File: src/rtl/vga_timing_pkg.sv
// Shared VGA types: 12-bit RGB colour, per-axis timing record, standard 640x480 mode.
// Also holds the colour-bar lookup used by the optional built-in test pattern.
package vga_timing_pkg;

    typedef struct packed {
        logic [3:0] r;
        logic [3:0] g;
        logic [3:0] b;
    } color_t;

    typedef struct packed {
        logic [11:0] visible;
        logic [11:0] front;
        logic [11:0] sync;
        logic [11:0] back;
    } vga_timing_t;

    typedef struct packed {
        vga_timing_t h;
        vga_timing_t v;
    } vga_mode_t;

    localparam vga_mode_t VGA_640x480 = '{
        h: '{visible: 12'd640, front: 12'd16, sync: 12'd96, back: 12'd48},
        v: '{visible: 12'd480, front: 12'd10, sync: 12'd2,  back: 12'd33}
    };

    // Bars run left to right: white, yellow, cyan, green, magenta, red, blue, black.
    function automatic color_t bar_color(input logic [2:0] idx);
        color_t c;
        case (idx)
            3'd0:    c = color_t'(12'hFFF);
            3'd1:    c = color_t'(12'hFF0);
            3'd2:    c = color_t'(12'h0FF);
            3'd3:    c = color_t'(12'h0F0);
            3'd4:    c = color_t'(12'hF0F);
            3'd5:    c = color_t'(12'hF00);
            3'd6:    c = color_t'(12'h00F);
            default: c = color_t'(12'h000);
        endcase
        return c;
    endfunction

endpackage

File: src/rtl/vga_timing_mod_counter.sv
// Modulo-N counter advancing on en_i; wrap_o flags the enabled step that returns to zero.
module mod_counter #(
    parameter  int N = 2,
    localparam int W = (N > 1) ? $clog2(N) : 1
) (
    input  logic         clk,
    input  logic         rst_,
    input  logic         en_i,
    output logic [W-1:0] cnt_o,
    output logic         wrap_o
);

    logic [W-1:0] cnt_q, cnt_d;

    assign wrap_o = en_i && (cnt_q == W'(N - 1));
    assign cnt_o  = cnt_q;

    always_comb begin
        cnt_d = cnt_q;
        if (en_i) begin
            cnt_d = wrap_o ? '0 : cnt_q + 1'b1;
        end
    end

    always_ff @(posedge clk or negedge rst_) begin
        if (!rst_) begin
            cnt_q <= '0;
        end else begin
            cnt_q <= cnt_d;
        end
    end

endmodule

File: src/rtl/vga_timing.sv
// VGA raster generator: pixel tick every 2nd clk, one-clk pixel requests, pins one tick after request.
// Define VGA_TEST_PATTERN_EN to let test_en substitute eight vertical colour bars for pix_color.
module vga_timing
    import vga_timing_pkg::*;
#(
    parameter int H_VISIBLE = int'(VGA_640x480.h.visible),
    parameter int H_FRONT   = int'(VGA_640x480.h.front),
    parameter int H_SYNC    = int'(VGA_640x480.h.sync),
    parameter int H_BACK    = int'(VGA_640x480.h.back),
    parameter int V_VISIBLE = int'(VGA_640x480.v.visible),
    parameter int V_FRONT   = int'(VGA_640x480.v.front),
    parameter int V_SYNC    = int'(VGA_640x480.v.sync),
    parameter int V_BACK    = int'(VGA_640x480.v.back)
) (
    input  logic       clk,
    input  logic       rst_,
    output logic       pix_req,
    output logic [9:0] pix_x,
    output logic [9:0] pix_y,
    input  color_t     pix_color,
    output logic       frame_start,
    output color_t     vga_color,
    output logic       vga_hs,
    output logic       vga_vs,
    input  logic       test_en
);

    localparam int H_TOTAL  = H_VISIBLE + H_FRONT + H_SYNC + H_BACK;
    localparam int V_TOTAL  = V_VISIBLE + V_FRONT + V_SYNC + V_BACK;
    localparam int HW       = (H_TOTAL > 1) ? $clog2(H_TOTAL) : 1;
    localparam int VW       = (V_TOTAL > 1) ? $clog2(V_TOTAL) : 1;
    localparam int HS_START = H_VISIBLE + H_FRONT;
    localparam int HS_END   = HS_START + H_SYNC;
    localparam int VS_START = V_VISIBLE + V_FRONT;
    localparam int VS_END   = VS_START + V_SYNC;

    if (H_VISIBLE > 1024 || V_VISIBLE > 1024) begin : g_bad_geometry
        $error("vga_timing: visible area exceeds 10-bit pixel coordinates");
    end

    logic          phase_q, phase_d;
    logic          tick;
    logic [HW-1:0] h_cnt;
    logic [VW-1:0] v_cnt;
    logic          h_wrap;
    logic          unused_v_wrap;
    logic          in_vis, in_hsync, in_vsync;

    logic          pix_req_q, pix_req_d;
    logic          frame_start_q, frame_start_d;
    logic [9:0]    pix_x_q, pix_x_d, pix_y_q, pix_y_d;
    logic          vis_stage_q, vis_stage_d;
    logic          hs_stage_q, hs_stage_d, vs_stage_q, vs_stage_d;
    color_t        col_q, col_d;
    color_t        src_color;
    color_t        vga_color_q, vga_color_d;
    logic          vga_hs_q, vga_hs_d, vga_vs_q, vga_vs_d;

    assign tick = phase_q;

    mod_counter #(.N(H_TOTAL)) u_h_cnt (
        .clk    (clk),
        .rst_   (rst_),
        .en_i   (tick),
        .cnt_o  (h_cnt),
        .wrap_o (h_wrap)
    );

    mod_counter #(.N(V_TOTAL)) u_v_cnt (
        .clk    (clk),
        .rst_   (rst_),
        .en_i   (h_wrap),
        .cnt_o  (v_cnt),
        .wrap_o (unused_v_wrap)
    );

    assign in_vis   = (int'(h_cnt) < H_VISIBLE) && (int'(v_cnt) < V_VISIBLE);
    assign in_hsync = (int'(h_cnt) >= HS_START) && (int'(h_cnt) < HS_END);
    assign in_vsync = (int'(v_cnt) >= VS_START) && (int'(v_cnt) < VS_END);

`ifdef VGA_TEST_PATTERN_EN
    localparam int BAR_W = (H_VISIBLE >= 8) ? H_VISIBLE / 8 : 1;
    logic [9:0] bar_idx;
    assign bar_idx   = pix_x_q / 10'(BAR_W);
    assign src_color = test_en ? bar_color((bar_idx > 10'd7) ? 3'd7 : bar_idx[2:0]) : pix_color;
`else
    logic unused_test_en;
    assign unused_test_en = test_en;
    assign src_color      = pix_color;
`endif

    // Requests launch on tick edges; colour is captured on the following non-tick edge,
    // and the pins update on the next tick, so sync is staged one tick to stay aligned.
    always_comb begin
        phase_d       = ~phase_q;
        pix_req_d     = 1'b0;
        frame_start_d = 1'b0;
        pix_x_d       = pix_x_q;
        pix_y_d       = pix_y_q;
        vis_stage_d   = vis_stage_q;
        hs_stage_d    = hs_stage_q;
        vs_stage_d    = vs_stage_q;
        col_d         = col_q;
        vga_color_d   = vga_color_q;
        vga_hs_d      = vga_hs_q;
        vga_vs_d      = vga_vs_q;

        if (pix_req_q) begin
            col_d = src_color;
        end

        if (tick) begin
            pix_req_d     = in_vis;
            frame_start_d = (h_cnt == '0) && (v_cnt == '0);
            if (in_vis) begin
                pix_x_d = 10'(h_cnt);
                pix_y_d = 10'(v_cnt);
            end
            vis_stage_d = in_vis;
            hs_stage_d  = ~in_hsync;
            vs_stage_d  = ~in_vsync;
            vga_color_d = vis_stage_q ? col_q : '0;
            vga_hs_d    = hs_stage_q;
            vga_vs_d    = vs_stage_q;
        end
    end

    always_ff @(posedge clk or negedge rst_) begin
        if (!rst_) begin
            phase_q       <= 1'b0;
            pix_req_q     <= 1'b0;
            frame_start_q <= 1'b0;
            pix_x_q       <= '0;
            pix_y_q       <= '0;
            vis_stage_q   <= 1'b0;
            hs_stage_q    <= 1'b1;
            vs_stage_q    <= 1'b1;
            col_q         <= '0;
            vga_color_q   <= '0;
            vga_hs_q      <= 1'b1;
            vga_vs_q      <= 1'b1;
        end else begin
            phase_q       <= phase_d;
            pix_req_q     <= pix_req_d;
            frame_start_q <= frame_start_d;
            pix_x_q       <= pix_x_d;
            pix_y_q       <= pix_y_d;
            vis_stage_q   <= vis_stage_d;
            hs_stage_q    <= hs_stage_d;
            vs_stage_q    <= vs_stage_d;
            col_q         <= col_d;
            vga_color_q   <= vga_color_d;
            vga_hs_q      <= vga_hs_d;
            vga_vs_q      <= vga_vs_d;
        end
    end

    assign pix_req     = pix_req_q;
    assign frame_start = frame_start_q;
    assign pix_x       = pix_x_q;
    assign pix_y       = pix_y_q;
    assign vga_color   = vga_color_q;
    assign vga_hs      = vga_hs_q;
    assign vga_vs      = vga_vs_q;

endmodule

File: config.mk
export PLATFORM = sky130hd
export DESIGN_NAME = vga_timing
export DESIGN_NICKNAME = d
export VERILOG_FILES = /design/src/rtl/vga_timing_pkg.sv /design/src/rtl/vga_timing_mod_counter.sv /design/src/rtl/vga_timing.sv
export SDC_FILE = /design/constraint.sdc
export NUM_CORES = 1
export LEC_CHECK = 0
export ABC_AREA = 1
export CAP_MARGIN = 40
export CORE_UTILIZATION = 38
export CTS_CLUSTER_DIAMETER = 100
export DETAILED_ROUTE_END_ITERATION = 8
export GPL_TIMING_DRIVEN = 0
export HOLD_SLACK_MARGIN = 0.12
export PLACE_DENSITY = 0.62
export SLEW_MARGIN = 20
export SYNTH_ARGS = -nofsm -noshare
export SYNTH_HDL_FRONTEND = slang
export SYNTH_SLANG_ARGS = --single-unit
File: constraint.sdc
create_clock -name clk -period 1.6 [get_ports clk]
set_input_delay 0.24 -clock clk [delete_from_list [all_inputs] [get_ports clk]]
set_output_delay 0.24 -clock clk [all_outputs]
set_load 0.02 [all_outputs]
# Word level (Yosys, flattened, before mapping)
# Index checks and enable logic that the tools add are counted.
# W data, S select, Z words.
# op_classes
addsub,2
magnitude_cmp,6
eq_ne,2
mux,5
bitwise,3
n_reduce_logical,9
# op_table
op,count
$add A10 B1 Y10 const B,2
$eq A10 B10 Y1 const B,2
$logic_not A10 Y1,2
$lt A10 B10 Y1 const B,2
$lt A10 B9 Y1 const B,2
$mux W10,2
$mux W12,1
$ge A10 B10 Y1 const B,1
$ge A10 B9 Y1 const B,1
$logic_and A1 B1 Y1,6
$not A1 Y1,3
$mux W1,2
$reduce_and A2 Y1,1
# totals
register_bits,72
wordCells,45

# Depth between registers and ports, before layout
# Gate-level depths: netlist of the first run.
# logic_depth
word_depth,4
mapped_depth,9
ltp_nobuf,8

# Cells and area by module
# A second synthesis of the first run with hierarchy kept.
# unflattened
cells_unflattened,415
area_unflattened_um2,3452.1
# modules_own_cells
module,instances,cells_each,area_each_um2,seq_area_each_um2
vga_timing,1,238,2205.9,1306.3
mod_counter at u_h_cnt,1,89,634.4,250.2
mod_counter at u_v_cnt,1,88,611.8,250.2

# Worst setup path before layout of the first run
# Ideal clock, no wire load.
# synth_timing
path_type,register to register
start,"register u_h_cnt.cnt_q[0], in the netlist u_h_cnt.cnt_o[0]"
end,"register u_v_cnt.cnt_q[7], in the netlist u_v_cnt.cnt_o[7]"
arrival_time_ps,1375
required_ps,1517
slack_ps,143
stages_incl_launch_ff,9
n_path_buf,1
period_less_slack_ps,1457
cell_sequence,dfrtp_1 > ha_1 > nand2_1 > nor2_1 > nand4_1 > nor2_1 > buf_2 > nand3_1 > o21ai_0
# synth_between
elab_chain_cells,4
# synth_rtl
item,line,rtl
start: declaration,vga_timing_mod_counter.sv:13,"logic [W-1:0] cnt_q, cnt_d;"
start signal: assignment,vga_timing_mod_counter.sv:29,cnt_q <= cnt_d;
$eq A10 B10 Y1 (*),vga_timing_mod_counter.sv:15,assign wrap_o = en_i && (cnt_q == W'(N - 1));
$logic_and A1 B1 Y1 (*),vga_timing_mod_counter.sv:15,
$logic_and A1 B1 Y1,vga_timing_mod_counter.sv:15,
$mux W10,vga_timing_mod_counter.sv:21,cnt_d = wrap_o ? '0 : cnt_q + 1'b1;
end signal: assignment,vga_timing_mod_counter.sv:29,
end: declaration,vga_timing_mod_counter.sv:13,
# Mark *: on every way between the ends. The rest lies on a longest branch, timed or not.
# A chain may end at the register's enable or synchronous reset.

# Worst setup path in the final report of the first run
# Ends and elaborated chain as after synthesis.

==> summary.md, run 1 <==
| Metric | Value |
|---|---|
| Global-route wire length before repair | `12.0 mm` |
| Min Clock Period, post-route | `1640 ps` |
| Max VDD drop | `~0.0005 V` |
| Vias in the first global route | `between 2,000 and 3,000` |
| Grt ovf | `0` |
| I/O Buffers | `49` |
| CTS HTree Levels | `3` |
| WP data required | `1830 ps` |
| Setup violators final | `4` |
| Register Area | `1810 um^2` |
| Vias per cell | `4.92` |
| Crit Reg-Reg Startpoint | `u_h_cnt.cnt_o[0]` |
| Synth Register Bits | `72` |
| Cells after Synth | `352` |
| Number of antenna-violating nets in the routed design | `0` |
| Synth-to-layout area growth | `33.2%` |
| Fillers | `750` |
| Grt met3 use | `0.0663` |
| CP Launch Type | `register` |
| Final Cycle Share | `1.02` |
| Clock-pin slew on the worst setup and hold paths | `approximately 70 ps` |
| Number of diodes | `0` |
| Num CTS Buffers | `9` |
| Finished Cell Area | `just over 4000 um^2` |
| Total wire length | `around 7.0 mm` |
| Clk sinks | `72` |
| Routability cong. | `approximately 0.85` |
| Post-synth EDFFs | `0` |
| Worst Setup End Kind | `register` |
| Largest cells by area after synthesis | `dfrtp_1, nand2_1, o21ai_0` |
| Final worst setup slack | `-38.9 ps` |
| First-pass DRT Iterations | `4` |
| Vias | `2,612` |
| GRT busiest layer | `met2` |
| Worst min path class | `in -> async` |
| Max Clock Skew | `8.86 ps` |
| Hold_ws | `338 ps` |
| Fin nets | `443` |
| Seq/Total Area, Yosys | `0.584` |
| Failing checks | `negative setup slack` |
| Multi-input logic area | `1100 um^2` |
| I/O pins | `51` |
| Crit Path Class | `reg -> reg` |
| Post-placement cell area | `3740 um^2` |
| Avg Inst Size Synth | `roughly 8.8 um^2` |
| Post-Syn Area | `3090 um^2` |
| Met2 Use GR | `0.277` |
| Initial antenna violation count | `0` |
| Crit path DAT | `between 1500 and 2000 ps` |
| Fin cells | `531` |
| Std cell rows | `32` |
| Status | `finished with violations` |
| Least-Margin Pin Slew | `424 ps` |
| Max-slew violations | `0` |
| Relative slew slack | `0.717` |
| Crit path from | `u_h_cnt.cnt_o[0]` |
| Area leader, netlist | `dfrtp_1` |
| Max Cap Viol | `0` |
| Synth warnings | `0` |
| Worst-Skew Late Latency | `340 ps` |
| Final Hold Viols | `0` |
| Die area | `~8500 um^2` |
| Synth unique cells | `26` |
| Largest net degree at the start of global routing | `50` |
| Share of cells above drive strength 1 | `0.131` |
| Initial Utilization | `0.396` |
| Top_reg_cell synth | `dfrtp_1` |
| Max Clk Rate | `roughly 600 MHz` |
| Pwr dens | `833 nW/um^2` |
| First DRT Iteration DRCs | `246` |
| Clock root cell | `clkbuf_8` |
| Overall routing resource usage | `0.180` |
| DP Cell Count | `around 500` |
| FFs w/ async S/R, synth | `1.00` |
| Static Leakage | `a little under 2 nW` |
| Unrepaired setup endpoints after global routing | `yes` |
| DRC | `0` |
| Synth Net Count | `roughly 370` |
| GR Util met1 | `0.239` |
| Die Wd | `92.2 um` |
| Die height | `92.2 um` |
| Post-synth top area share | `0.550` |
| Clock Path Buffers | `2` |
| Path depth of the worst reg2reg path | `7` |
| Worst Path Max Fanout | `6` |
| Area of the core | `7810 um^2` |
| Wire length per cell | `roughly 13 um` |
| TritonCTS clock tree | `built` |
| Hpwl dp | `around 4.8 mm` |
registers in the layout, summed over array words and instances (netlist names):
name	cells
phase_q	1
hs_stage_q	1
col_q	12
vga_vs	1
vga_color	12
pix_req	1
u_h_cnt.cnt_o	10
vis_stage_q	1
vs_stage_q	1
frame_start	1
pix_x	10
u_v_cnt.cnt_o	10
pix_y	10
vga_hs	1
cell type report:
cell class	instances	area share
plain buffers	11	0.0167
clock buffers	11	0.0343
clock inverters	5	0.0137
inverters	49	0.0446
multi-input cells	220	0.268
flip-flops and latches	72	0.439
well taps	102	0.0310
repair buffers	61	0.152
cells in the mapped netlist (2+ instances only):
cell type and number:
buf_6 2, a21oi_1 3, nor2_1 18, nor3_1 7, a31oi_1 3, o21ai_1 19
inv_2 4, inv_1 45, clkbuf_1 5, nand2_1 95, ha_1 4, nand3_1 16
dfrtp_1 68, xor2_1 4, o21ai_0 38, buf_2 2, dfstp_2 4, nand4_1 7
path summary, 6_finish.rpt:
path	endpoint	slack, ps
max	u_v_cnt.cnt_o[7]	-40
min	pix_x[4]	340
max reg2reg	u_v_cnt.cnt_o[7]	-40
min reg2reg	vga_hs	480
max in group asynchronous	hs_stage_q	670
min in group clk	col_q[1]	450
per-layer routing:
layer,vias up,share of wire
met2,76,0.48
met1,1259,0.45
met5,-,0
met4,0,0.010
li1,1270,-
met3,7,0.063
worst max-delay path: stages (launching register included):
cell     delay [ps]
dfrtp_1         440
ha_4            180
nand2_2          60
nor2_2          120
nand4_1         190
nor2_4          250
buf_2           200
o21ai_0          90
where the power goes:
| part | switching, W | internal, W |
|---|---|---|
| Clock | 0.000665 | 0.000760 |
| Combinational | 0.0000785 | 0.0000673 |
| Sequential | 0.0000128 | 0.00185 |
what timing repair did:
action	4_1_cts	5_1_grt
hold buffers	1	0
cloned	0	1
setup buffers	1	8
gates resized for setup	11	29
pin swaps	1	4
hold endpoints to repair	23	0
endpoints found under the setup margin	36	44
cell families after synthesis:
group / share of synthesized area
flops: 0.584
fa+ha+maj: 0.0162
buf+inv: 0.0797
xor+xnor: 0.0142
simple gates: 0.200
compound gates: 0.106
cells in the final DEF (no fill, tap or decap), types with 2 or more instances in the layout:
cell type,count
nand3_1,16
clkbuf_1,6
nor2_2,2
dfstp_2,4
clkbuf_8,10
buf_6,3
nor2_1,13
dfrtp_1,65
inv_1,43
xor2_1,4
dlygate4sd2_1,3
dfrtp_2,3
buf_4,11
dlymetal6s2s_1,13
ha_1,3
nand2_1,94
clkdlybuf4s50_1,32
nor3_1,5
inv_2,6
nand4_1,7
a21oi_1,3
o21ai_0,36
clkinv_2,2
buf_2,2
a31oi_1,3
nor3_4,2
nor2_4,4
o21ai_1,21
stage by stage:
stage	total power (W)	worst slack [ps]	TNS, ps	utilization
floorplan	0.00193	143	0	-
global placement	0.00204	-2140	-153620	0.475
detailed placement	0.00205	-221	-3840	0.479
CTS	0.00349	10.6	0	0.509
global route	0.00359	-141	-1410	0.528
finish	0.00343	-38.9	-118	0.528
Note: power is estimated with default switching activity, not from simulation.
==> run 2, diff against run 1 <==
--- a/config.mk
+++ b/config.mk
@@ -12,7 +12,6 @@
 export DETAILED_ROUTE_END_ITERATION = 8
 export GPL_TIMING_DRIVEN = 0
 export HOLD_SLACK_MARGIN = 0.12
-export PLACE_DENSITY = 0.62
 export SLEW_MARGIN = 20
 export SYNTH_ARGS = -nofsm -noshare
 export SYNTH_HDL_FRONTEND = slang
==> summary.md, run 2 (same netlist as run 1, synthesis figures left out) <==
| Metric | Value |
|---|---|
| Status | `completed` |
| Max VDD drop | `0.000440 V (-10%)` |
| Crit path from | `vga_color[4]` |
| Vias in the first global route | `2,466 (-2.3%)` |
| Comb power frac | `0.039 (-0.003)` |
| Highest-delay cell along the critical path | `clkdlybuf4s50_1` |
| Final worst setup slack | `38.9 ps (+77.7 ps)` |
| Clk sinks | `72 (unchanged)` |
| Num CTS Buffers | `9 (unchanged)` |
| Fin nets | `441 (-0.45%)` |
| DP Cell Count | `504 (unchanged)` |
| Crit path DAT | `1320 ps (-540 ps)` |
| Overall routing resource usage | `0.177 (-0.00332)` |
| Vias | `2,516 (-3.7%)` |
| Min Clock Period, post-route | `1560 ps (-77.7 ps)` |
| Final Hold Viols | `0 (unchanged)` |
| I/O Buffers | `49 (unchanged)` |
| Hpwl dp | `4.61 mm (-5.0%)` |
| Number of diodes | `0 (unchanged)` |
| Max-slew violations | `0 (unchanged)` |
| Area of the core | `7810 um^2 (unchanged)` |
| Worst-Skew Late Latency | `350 ps (about the same)` |
| CP max stage delay | `620 ps (+180 ps)` |
| Most frequent cells in the layout | `nand2_1, dfrtp_1, inv_1, o21ai_0, clkdlybuf4s50_1` |
| Vias per cell | `4.76 (-3.3%)` |
| Switching Fraction | `0.209 (-0.0116)` |
| Number of antenna-violating nets in the routed design | `0 (unchanged)` |
| Critical R2R Capture | `u_v_cnt.cnt_o[5]` |
| First DRT Iteration DRCs | `131 (-47%)` |
| Max Cap Viol | `0 (unchanged)` |
| Fin cells | `529 (-0.38%)` |
| Worst Setup End Kind | `primary output` |
| Clock root cell | `clkbuf_8` |
| Static Leakage | `2.00 nW (+1.1%)` |
| Cell-internal power | `0.00296 W (+10%)` |
| Crit Reg-Reg Startpoint | `u_h_cnt.cnt_o[1]` |
| Worst Path Max Fanout | `2 (-4)` |
| DRC | `0 (unchanged)` |
| Crit path max-delay family | `buffers and inverters` |
| Commonest non-fill, non-tap cell in the layout | `nand2_1` |
| Crit path capture | `vga_color[4]` |
| Die area | `8510 um^2 (unchanged)` |
| Die height | `92.2 um (unchanged)` |
| Path depth of the worst reg2reg path | `7 (unchanged)` |
| CP Launch Type | `register` |
| Die Wd | `92.2 um (unchanged)` |
| Initial antenna violation count | `0 (unchanged)` |
| Worst path bufs/invs | `1 (unchanged)` |
| Total wire length | `6.58 mm (-6.2%)` |
| Initial Utilization | `0.396 (unchanged)` |
| Net switching power | `0.000779 W (+3.0%)` |
| WP data required | `1360 ps (-470 ps)` |
| Wire length per cell | `12.4 um (-5.9%)` |
| Std cell rows | `32 (unchanged)` |
| Instance count on the critical path | `1 (-6)` |
| Largest net degree at the start of global routing | `52 (+4.0%)` |
| Clock Path Buffers | `2 (unchanged)` |
| Routability cong. | `0.857 (+1.3%)` |
| Unrepaired setup endpoints after global routing | `yes` |
| Share of cells above drive strength 1 | `0.124 (-0.00641)` |
| Reg2reg setup slack | `40 ps (+80 ps)` |
| Crit Path Class | `reg -> out` |
| First-pass DRT Iterations | `4 (unchanged)` |
| Max Clock Skew | `9.82 ps (+0.957 ps)` |
| Relative slew slack | `0.698 (-0.0192)` |
| CTS HTree Levels | `3 (unchanged)` |
| Worst min path class | `in -> async` |
| TritonCTS clock tree | `built` |
| Final Cycle Share | `0.976 (-0.0486)` |
| Max Clk Rate | `641 MHz (+5.0%)` |
| CP Cell Sequence | `clkdlybuf4s50_1` |
| Least-Margin Pin Slew | `453 ps (+28.8 ps)` |
| Setup violators final | `0 (-4)` |
| I/O pins | `51 (unchanged)` |
| Dpl ws | `-206 ps (+14.8 ps)` |
| Grt ovf | `0 (unchanged)` |
| Global-route wire length before repair | `11.6 mm (-2.8%)` |
| Pwr dens | `904 nW/um^2 (+8.5%)` |
| Synth-to-layout area growth | `33.5%` |
| Clk network pwr share | `0.462 (+0.047)` |
| Clock-pin slew on the worst setup and hold paths | `80 ps (about the same)` |
| Sequential Power Share | `0.499 (-0.043)` |
## run 2: changes by cell type in the layout (fill, tap and decap cells not counted), moves of 2 or more
| cell | previous run | this run |
|---|---|---|
| dfrtp_2 | 3 | 1 |
| bufinv_16 | 1 | 3 |
| dlymetal6s2s_1 | 13 | 9 |
| o21ai_1 | 21 | 19 |
| o21ai_0 | 36 | 38 |
| dfrtp_1 | 65 | 67 |
| inv_2 | 6 | 4 |
| clkdlybuf4s50_1 | 32 | 36 |
## run 2: final cells by class
class | count | area, um^2
plain buffers | 11 | 68.8
well taps | 102 | 128
repair buffers | 59 | 604
clock inverters | 7 | 120
fillers | 746 | 3680
clock buffers | 9 | 124
flip-flops and latches | 72 | 1810
inverters | 49 | 186
multi-input cells | 220 | 1090
## run 2: what timing repair did
action	CTS	global route
hold buffers	1	0
pin swaps	1	3
gates cloned	0	1
endpoints found under the setup margin	35	43
gates resized for setup	8	24
hold endpoints to repair	24	0
setup buffers	1	6
## run 2: through the flow
step	setup TNS, ps	hold slack (ps)	power [W]	util	area (um^2)
after floorplan	0	-55.6	0.00193	-	3090
after global placement	-156420	451	0.00204	0.475	3710
after detailed placement	-2990	153	0.00205	0.479	3740
after CTS	0	329	0.00378	0.514	4010
after global routing	-639	333	0.00389	0.529	4130
final	0	320	0.00373	0.529	4130
## run 2: power groups by stage
stage / combinational, W / sequential (W) / clock [W]
after floorplan: 0.0000182 / 0.00192 / 0
after global placement: 0.000140 / 0.00190 / 0
after detailed placement: 0.000150 / 0.00190 / 0
after CTS: 0.000153 / 0.00186 / 0.00176
after global routing: 0.000165 / 0.00187 / 0.00186
final: 0.000147 / 0.00186 / 0.00173
## run 2: how the worst min path moves through the flow
stage | end | cells past startpoint | from | slack [ps]
floorplan | col_q[0] | 0 | rst_ | -60
global placement | vga_vs | 2 | vga_vs | 450
detailed placement | pix_x[2] | 1 | rst_ | 150
CTS | pix_x[2] | 2 | rst_ | 330
global route | pix_x[2] | 2 | rst_ | 330
finish | pix_x[2] | 2 | rst_ | 320
## run 2: routing by layer
layer | wire length, um | vias up | global-route usage
met5 | 0 | - | 0
met1 | 3140 | 1166 | 0.244
met2 | 2890 | 68 | 0.256
met3 | 441 | 10 | 0.0572
met4 | 99 | 0 | 0.0742
li1 | - | 1272 | -
